--- config.mk ---
export PLATFORM = sky130hd
export DESIGN_NAME = hex_monitor
export DESIGN_NICKNAME = d
export VERILOG_FILES = /design/src/rtl/hex_monitor.sv
export SDC_FILE = /design/constraint.sdc
export NUM_CORES = 1
export LEC_CHECK = 0
export ABC_CLOCK_PERIOD_IN_PS = 4190
export CAP_MARGIN = 5
export CELL_PAD_IN_SITES_DETAIL_PLACEMENT = 1
export CELL_PAD_IN_SITES_GLOBAL_PLACEMENT = 1
export CORE_ASPECT_RATIO = 2
export CORE_MARGIN = 2
export CORE_UTILIZATION = 35
export CTS_BUF_LIST = sky130_fd_sc_hd__clkbuf_4 sky130_fd_sc_hd__clkbuf_8 sky130_fd_sc_hd__clkbuf_16
export CTS_CLUSTER_SIZE = 20
export DETAILED_ROUTE_END_ITERATION = 7
export DONT_BUFFER_PORTS = 1
export PLACE_DENSITY = 0.59
export SYNTH_ARGS = -nofsm -noshare
export SYNTH_HDL_FRONTEND = slang
export SYNTH_SLANG_ARGS = --single-unit
--- constraint.sdc ---
create_clock -name clk_i -period 4.19 [get_ports clk_i]
set_input_delay 1.257 -clock clk_i [delete_from_list [all_inputs] [get_ports clk_i]]
set_output_delay 1.257 -clock clk_i [all_outputs]
set_load 0.03 [all_outputs]
--- src/rtl/hex_monitor.sv ---
// Observer/decoder for the 6-digit bouncing-segment display: decodes position and
// direction from the HEX buses, checks bounce legality, counts steps/reversals/errors.
// Optional build macro: HEX_MONITOR_BLANK_OK_EN (all-blank frame is a legal gap).
module hex_monitor #(
  parameter logic [7:0] SEG_SUS    = 8'h01,
  parameter logic [7:0] SEG_JOS    = 8'h08,
  parameter bit         ACTIVE_LOW = 1'b0,
  parameter int         NUM_POS    = 6
) (
  input  logic                 clk_i,
  input  logic                 reset_i,
  input  logic [8*NUM_POS-1:0] hex_i,
  input  logic                 sample_i,
  input  logic                 clr_i,
  output logic [2:0]           col_o,
  output logic                 dir_o,
  output logic                 valid_o,
  output logic                 error_o,
  output logic [15:0]          step_cnt_o,
  output logic [7:0]           rev_cnt_o,
  output logic [7:0]           err_cnt_o,
  output logic [1:0]           state_o
);

  // Handshake: sample_i is a single-cycle strobe qualifying hex_i in that cycle;
  // clr_i in the same cycle wins and the sample is dropped. Results appear one edge later.

  typedef enum logic [1:0] {
    ST_IDLE  = 2'd0,
    ST_TRACK = 2'd1,
    ST_ERR   = 2'd2
  } state_t;

  localparam logic [2:0] LAST_POS = 3'(NUM_POS - 1);

`ifdef HEX_MONITOR_BLANK_OK_EN
  localparam bit BLANK_OK = 1'b1;
`else
  localparam bit BLANK_OK = 1'b0;
`endif

  state_t      state_q, state_d;
  logic [2:0]  col_q, col_d;
  logic        dir_q, dir_d;
  logic        valid_q, valid_d;
  logic        error_q, error_d;
  logic [15:0] step_q, step_d;
  logic [7:0]  rev_q, rev_d;
  logic [7:0]  errc_q, errc_d;

  logic [8*NUM_POS-1:0] seg;
  logic [1:0]           n_active;
  logic                 frm_blank;
  logic                 frm_legal;
  logic [2:0]           frm_col;
  logic                 frm_dir;
  logic [7:0]           frm_pat;

  logic [2:0] succ_col;
  logic       succ_dir;
  logic       is_hold;
  logic       is_succ;

  function automatic logic [15:0] sat16(input logic [15:0] v);
    return (v == 16'hFFFF) ? v : v + 16'd1;
  endfunction

  function automatic logic [7:0] sat8(input logic [7:0] v);
    return (v == 8'hFF) ? v : v + 8'd1;
  endfunction

  assign seg = ACTIVE_LOW ? ~hex_i : hex_i;

  // n_active saturates at 2: only "exactly one" matters.
  always_comb begin
    n_active  = 2'd0;
    frm_blank = 1'b1;
    frm_col   = 3'd0;
    frm_pat   = 8'h00;
    for (int i = 0; i < NUM_POS; i++) begin
      if (seg[8*i +: 8] != 8'h00) begin
        frm_blank = 1'b0;
        if (n_active != 2'd2) n_active = n_active + 2'd1;
        frm_col = 3'(i);
        frm_pat = seg[8*i +: 8];
      end
    end
    frm_legal = (n_active == 2'd1) && ((frm_pat == SEG_SUS) || (frm_pat == SEG_JOS));
    frm_dir   = (frm_pat == SEG_SUS);
  end

  always_comb begin
    succ_col = col_q;
    succ_dir = dir_q;
    if (dir_q) begin
      if (col_q == LAST_POS) begin
        succ_col = LAST_POS - 3'd1;
        succ_dir = 1'b0;
      end else begin
        succ_col = col_q + 3'd1;
      end
    end else begin
      if (col_q == 3'd0) begin
        succ_col = 3'd1;
        succ_dir = 1'b1;
      end else begin
        succ_col = col_q - 3'd1;
      end
    end
    is_hold = (frm_col == col_q) && (frm_dir == dir_q);
    is_succ = (frm_col == succ_col) && (frm_dir == succ_dir);
  end

  always_comb begin
    state_d = state_q;
    col_d   = col_q;
    dir_d   = dir_q;
    valid_d = valid_q;
    error_d = error_q;
    step_d  = step_q;
    rev_d   = rev_q;
    errc_d  = errc_q;
    if (clr_i) begin
      state_d = ST_IDLE;
      valid_d = 1'b0;
      error_d = 1'b0;
      step_d  = 16'd0;
      rev_d   = 8'd0;
      errc_d  = 8'd0;
    end else if (sample_i) begin
      if (BLANK_OK && frm_blank) begin
        // Gap: tracking position is kept so the next frame is checked against it.
        valid_d = 1'b0;
      end else if (!frm_legal) begin
        state_d = ST_ERR;
        valid_d = 1'b0;
        error_d = 1'b1;
        errc_d  = sat8(errc_q);
      end else begin
        col_d   = frm_col;
        dir_d   = frm_dir;
        valid_d = 1'b1;
        case (state_q)
          ST_TRACK: begin
            if (is_succ) begin
              step_d = sat16(step_q);
              if (frm_dir != dir_q) rev_d = sat8(rev_q);
            end else if (!is_hold) begin
              state_d = ST_ERR;
              error_d = 1'b1;
              errc_d  = sat8(errc_q);
            end
          end
          ST_ERR: begin
            // A legal jump latched a valid position; its true successor still counts as a step.
            state_d = ST_TRACK;
            if (valid_q && is_succ) begin
              step_d = sat16(step_q);
              if (frm_dir != dir_q) rev_d = sat8(rev_q);
            end
          end
          default: state_d = ST_TRACK;
        endcase
      end
    end
  end

  always_ff @(posedge clk_i or posedge reset_i) begin
    if (reset_i) begin
      state_q <= ST_IDLE;
      col_q   <= 3'd0;
      dir_q   <= 1'b0;
      valid_q <= 1'b0;
      error_q <= 1'b0;
      step_q  <= 16'd0;
      rev_q   <= 8'd0;
      errc_q  <= 8'd0;
    end else begin
      state_q <= state_d;
      col_q   <= col_d;
      dir_q   <= dir_d;
      valid_q <= valid_d;
      error_q <= error_d;
      step_q  <= step_d;
      rev_q   <= rev_d;
      errc_q  <= errc_d;
    end
  end

  assign col_o      = col_q;
  assign dir_o      = dir_q;
  assign valid_o    = valid_q;
  assign error_o    = error_q;
  assign step_cnt_o = step_q;
  assign rev_cnt_o  = rev_q;
  assign err_cnt_o  = errc_q;
  assign state_o    = state_q;

endmodule

Word-level counts from Yosys, hierarchy flattened
Index checks and enable logic that the tools add are counted.
- register bits after elaboration: 40
- latch bits: 0
- memory bits (writable): 0
- bits in read-only memories: 0
- input port bits: 52
- output and inout bits: 40
- word-level logic and storage cells: 129
- memories: 0
- add/sub/neg operators: 10
- $mul: 0
- divide/modulo/power cells: 0
- order comparisons: 0
- equality and inequality tests: 26
- shifts and indexed selects: 0
- mux-type cells: 65
- bitwise gates (word level): 1
- reduce and logical (&&, ||, !) cells: 19
- operators by type and width (operator ; number):
    8-bit 2-to-1 mux ; 20
    16-bit 2-to-1 mux ; 6
    8-bit nonzero test ; 6
    2-bit 2-to-1 mux ; 16
    16-bit case mux with 2 select lines ; 1
    3-bit 2-to-1 mux ; 7
    16-bit by 1-bit adder with 16-bit output, second input constant ; 1
    8-bit by 1-bit adder with 8-bit output, second input constant ; 2
    16-bit equality test, second input constant ; 1
    8-bit equality test, second input constant ; 2
    8-bit case mux with 2 select lines ; 1
    1-bit 2-to-1 mux ; 14
    3-bit inequality test, second input constant ; 4
    2-bit by 1-bit adder with 2-bit output, second input constant ; 5
    2-bit inequality test, second input constant ; 5
    8-bit by 1-bit equality test with 1-bit output, second input constant ; 1
    8-bit by 4-bit equality test with 1-bit output, second input constant ; 1
    4-bit inequality test, second input constant ; 2
    3-bit equality test ; 2
    3-bit AND reduction ; 2
    5-bit AND reduction ; 1
    2-bit by 1-bit equality test with 1-bit output, second input constant ; 2
    1-bit logical AND ; 4
    4-bit AND reduction ; 1
    other kinds (12) ; 14

Logic depth before layout (Yosys ltp)
- depth after elaboration: 22
- gate-level depth with buffers: 22
- depth with buffers taken out: 21

Worst setup path after synthesis
OpenSTA, ideal clock, no wires.
- path type: in2reg
- start point: in hex_i[9]
- end point: reg step_q[4], in the netlist step_cnt_o[4]
- library setup time: 0.132 ns
- arrival: 4.951 ns
- data required time: 4.058 ns
- setup slack: -0.893 ns
- stages on the path: 19
- path buffers: 1
- cell sequence: or4_4 > nor4b_2 > ha_1 > mux2i_1 > ha_1 > a21oi_1 > ha_1 > a21boi_0 > a31oi_1 > o31a_1 > ha_1 > nand3b_1 > o31ai_1 > nand4_1 > o31ai_4 > buf_6 > nand3_1 > xor2_1 > nor2_1
- cells in the longest elaborated chain, start to end: 18
- elaborated cells between the ends (all ways): 41
- classes of those cells: 4 x add/sub; 11 x eq/ne; 19 x mux; 7 x reduce/logical
- RTL lines (element ; line ; text):
    start: declaration ; 12 ; input logic [8*NUM_POS-1:0] hex_i,
    8-bit nonzero test ; 81 ; if (seg[8*i +: 8] != 8'h00) begin
    2-bit 2-to-1 mux ; 81 ;
    2-bit by 1-bit adder with 2-bit output / 2-bit inequality test (equally long branches) ; 83 ; if (n_active != 2'd2) n_active = n_active + 2'd1;
    2-bit 2-to-1 mux ; 83 ;
    2-bit 2-to-1 mux ; 81 ;
    2-bit by 1-bit adder with 2-bit output / 2-bit inequality test (equally long branches) ; 83 ;
    2-bit 2-to-1 mux ; 83 ;
    2-bit 2-to-1 mux ; 81 ;
    (+2 left out) ; - ;
    2-bit 2-to-1 mux ; 81 ;
    2-bit by 1-bit adder with 2-bit output / 2-bit inequality test (equally long branches) ; 83 ;
    2-bit 2-to-1 mux ; 83 ;
    2-bit 2-to-1 mux ; 81 ;
    2-bit by 1-bit equality test with 1-bit output ; 88 ; frm_legal = (n_active == 2'd1) && ((frm_pat == SEG_SUS) || (frm_pat == SEG_JOS));
    1-bit logical AND ; 88 ;
    2-bit nonzero test (no line) ; - ;
    5-bit AND reduction (no line) (*) ; - ;
    end signal: assignment ; 184 ; step_q <= step_d;
    end: declaration ; 47 ; logic [15:0] step_q, step_d;
Every way passes the cells marked *; elsewhere a longest branch is shown, timed or not.
A chain may end at the register's enable or synchronous reset.

Worst setup path after layout
- start point: in hex_i[9]
- end point: reg rev_q[7], in the netlist rev_cnt_o[7]
- cells in the longest elaborated chain, start to end: 18
- elaborated cells between the ends (all ways): 49
- classes of those cells: 4 x add/sub; 12 x eq/ne; 26 x mux; 7 x reduce/logical
- RTL lines (element ; line ; text):
    8-bit nonzero test ; 81 ;
    2-bit 2-to-1 mux ; 81 ;
    2-bit by 1-bit adder with 2-bit output / 2-bit inequality test (equally long branches) ; 83 ;
    2-bit 2-to-1 mux ; 83 ;
    2-bit 2-to-1 mux ; 81 ;
    2-bit by 1-bit adder with 2-bit output / 2-bit inequality test (equally long branches) ; 83 ;
    2-bit 2-to-1 mux ; 83 ;
    2-bit 2-to-1 mux ; 81 ;
    (+2 left out) ; - ;
    2-bit 2-to-1 mux ; 81 ;
    2-bit by 1-bit adder with 2-bit output / 2-bit inequality test (equally long branches) ; 83 ;
    2-bit 2-to-1 mux ; 83 ;
    2-bit 2-to-1 mux ; 81 ;
    2-bit by 1-bit equality test with 1-bit output ; 88 ;
    1-bit logical AND ; 88 ;
    2-bit nonzero test (no line) ; - ;
    5-bit AND reduction (no line) ; - ;
    end signal: assignment ; 185 ; rev_q <= rev_d;
    end: declaration ; 48 ; logic [7:0] rev_q, rev_d;
Parallel ways exist; a longest one is shown, timed or not. The select of a mux whose other input is x is not followed.

==> flow_metrics.py <==
metrics = {
    "outcome": {
        "outcome": "finished, violations left",
        "violations": "setup timing",
    },
    "routing": {
        "wl_per_cell_um": 18.2,
        "dr.pass1.iters": 4,
        "drtIter0Drc": 71,
        "via_per_inst": 5.78,
        "vias": 2588,
        "drc_errors": 0,
        "ant_nets": 0,
        "wl_um": 8170,
    },
    "grt": {
        "grt.total_usage_pct": 19.0,
        "grt_max_degree": 34,
        "antenna_found_initial": 0,
        "grt_pass1_vias": 2814,
        "grt_pass1_wl_um": 13200,
        "overflow": 0,
    },
    "logic_synthesis": {
        "async_flop_share_pct": 100,
        "ys_warn_count": 0,
        "synth_cell_types": 62,
        "synth_top_area_cell": "dfrtp_1",
        "synth_edf_count": 0,
        "synth_area_mm2": 0.00288,
        "synth-main-ff-cell": "dfrtp_1",
        "yosysSeqAreaShare_pct": 34.7,
        "ys_ff_latch": 40,
        "avgSynthCellArea_um2": 8.96,
        "syn_nets": 384,
        "yosys.area.top_type_share_pct": 34.7,
        "yosys-top-cells-area": "dfrtp_1, xor2_1, nor2_1",
        "syn_inst": 322,
    },
    "place": {
        "dpl_cell_area_mm2": 0.00319,
        "place_congestion": 0.807,
        "placed_cells": 435,
        "portBuffers": 0,
        "post-place-ws_ns": -0.972,
        "dpl.hpwl_um": 6460,
    },
    "pwr": {
        "power_density_mw_per_mm2": 257,
        "max-vdd-ir-drop_mv": 0.195,
        "cellLeakagePower_nw": 1.45,
    },
    "hold_path": {
        "hold_class": "reg -> reg",
        "min_from": "error_o",
        "min_path_cells": 2,
    },
    "worst_setup_path": {
        "start_kind": "input pin",
        "cp_data_arrival_time_ns": 5.05,
        "crit_path_top_delay_cell": "or4_4",
        "critPathLaunch": "hex_i[9]",
        "required_ns": 4.40,
        "critPathTopFamily": "simple AND/OR/NAND/NOR gates",
        "worst_path_largest_cell_delay_ns": 0.53,
        "rrSetupSlack_ns": 1.03,
        "rr_worst_depth": 11,
        "cp_cell_sequence": "or4_4 -> nor4b_4 -> ha_2 -> mux2i_4 -> ha_4 -> a21oi_2 -> ha_2 -> a21boi_2 -> a31oi_1 -> o31a_1 -> ha_1 -> nand3b_1 -> o31ai_4 -> nand4_1 -> nor2_2 -> nand2_2 -> or4_4 -> a21oi_2",
        "regToRegStartpoint": "dir_o",
        "crit_type": "in -> reg",
        "cp.depth": 18,
        "reg2reg_to": "step_cnt_o[7]",
        "critPathMaxFanout": 3,
        "worstSetupEndpointType": "register",
        "critPathBufInv": 0,
        "endpoint": "rev_cnt_o[7]",
    },
    "cells_and_area": {
        "fillerInstances": 935,
        "instances_no_fill": 448,
        "layout.nets": 413,
        "fin_area_mm2": 0.00355,
        "num_antenna_cells": 0,
        "synthToLayoutAreaGrowth_pct": 23.2,
        "drive_above_1_share_pct": 25.3,
    },
    "floorplan": {
        "core_region_area_mm2": 0.00794,
        "rows": 46,
        "ioPinCount": 92,
        "die_y_um": 132,
        "start_util_pct": 36.3,
        "dieArea_mm2": 0.00903,
        "die_x_um": 68.2,
    },
    "clock_network": {
        "clk_pin_slew_ns": 0.06,
        "cts_max_level": 2,
        "root_buffer": "clkbuf_16",
        "clock_latency_ns": 0.29,
        "cts_buffer_depth": 2,
        "clock_sinks": 40,
        "cts_made_buffers": 5,
        "cts_tree": "done",
    },
    "sta": {
        "fin_ws_ns": -0.647,
        "slew_headroom_pct": 39.9,
        "fmax_mhz": 207,
        "timing.final.hold_violations": 0,
        "worst-slew-pin-transition_ns": 0.900,
        "slew_violations": 0,
        "setup_viol": 40,
        "finalSetupTns_ns": -19.84,
        "min_period_ns": 4.84,
        "rsz0062_at_grt": "yes",
        "period_share_pct": 115,
        "finalClockSkew_ns": 0.00856,
    },
    "flow_run": {
        "cap_violations": 0,
    },
}
-- worst register-to-register path, cell delays in order, from the launching register on --
cell and delay (ns):
dfrtp_1 0.59, or3b_2 0.55, a32oi_1 0.27, xnor2_1 0.16
a22o_1 0.24, nand4_1 0.11, mux2_4 0.31, o31ai_4 0.28
buf_12 0.18, nand4_1 0.13, xor2_1 0.18, nor2_1 0.05
-- what timing repair did --
action                     CTS  global route
pin swaps                   11             1
buffers inserted             6             0
gates resized for setup     33             7
setup endpoints to repair   40            40
hold buffers                 0             0
-- synth_stat cells (3+ instances only) --
cell type,instances
nor3_1,3
mux2i_1,5
ha_1,10
o21ai_0,12
nor4_4,4
nand3b_1,4
nand2b_1,3
a31oi_1,8
and4_1,3
nand2_1,17
nand4_1,13
xnor2_1,5
a21oi_1,13
nor2_1,35
xor2_1,19
dfrtp_1,40
nand3_1,24
a21boi_0,3
inv_1,22
nor2b_1,3
and3_1,6
nor4_1,3
clkbuf_1,8
o31ai_1,3
or3_1,8
and2_1,3
-- state kept, by name, summed over array words and instances (netlist names) --
| register | count |
|---|---|
| err_cnt_o | 8 |
| step_cnt_o | 16 |
| error_o | 1 |
| valid_o | 1 |
| dir_o | 1 |
| col_o | 3 |
| rev_cnt_o | 8 |
| state_o | 2 |
-- report_power, final --
part,total (W),switching (W),leakage (nW),internal (W)
Combinational,0.0000566,0.0000313,0.832,0.0000253
Clock,0.000441,0.000154,0.0843,0.000287
Sequential,0.000416,0.0000236,0.536,0.000393
Total,0.000913,0.000209,1.45,0.000705
-- worst min-delay path by stage --
stage,endpoint,slack (ns)
4_1_cts,error_o,0.70
5_1_grt,error_o,0.73
3_5_place_dp,error_o,0.69
6_report,error_o,0.68
2_1_floorplan,error_o,0.65
3_3_place_gp,error_o,0.68
-- stage by stage --
stage / util (%) / total power [W] / hold WS, ns
6_report: 44.7 / 0.000913 / 0.684
5_1_grt: 44.7 / 0.000951 / 0.727
4_1_cts: 44.5 / 0.000926 / 0.702
3_5_place_dp: 40.1 / 0.000479 / 0.693
3_3_place_gp: 40.1 / 0.000477 / 0.675
2_1_floorplan: - / 0.000464 / 0.651
-- cell usage in the layout (no fill, tap or decap), drive strengths merged, types with 4 or more instances in the layout --
master,n
nand2,18
or3,8
ha,10
xor2,19
o31ai,4
a31oi,8
nand4,14
nor4,9
nand3,24
o21ai,13
o221a,4
clkbuf,6
dfrtp,40
nand3b,4
nor2,36
mux2i,5
inv,22
a21oi,14
xnor2,5
buf,32
and3,6
-- kinds of logic after synthesis --
kind of cell    Yosys count  share of synthesized area, %
compound gates           63                          16.0
mux                       7                          2.65
flops                    40                          34.7
xor+xnor                 24                          7.29
fa+ha+maj                10                          4.34
buf+inv                  32                          4.47
simple gates            146                          30.6
-- layer usage --
metal | wire length (um) | global-route usage (%) | vias up
met3 | 421 | 3.33 | 6
met5 | 0 | 0 | -
met4 | 122 | 6.00 | 0
li1 | - | - | 1224
met1 | 2760 | 17.9 | 1284
met2 | 4860 | 38.0 | 74
-- layout make-up --
cell class	instances	area [um2]	share of cell area [%]
Timing Repair Buffer	32	275	7.75
Clock buffer	6	133	3.73
Multi-Input combinational cell	250	1910	53.6
Sequential cell	40	1000	28.2
Tap cell	96	120	3.38
Inverter	22	82.6	2.32
Clock inverter	2	35.0	0.986
Note: power is estimated with default switching activity, not from simulation.
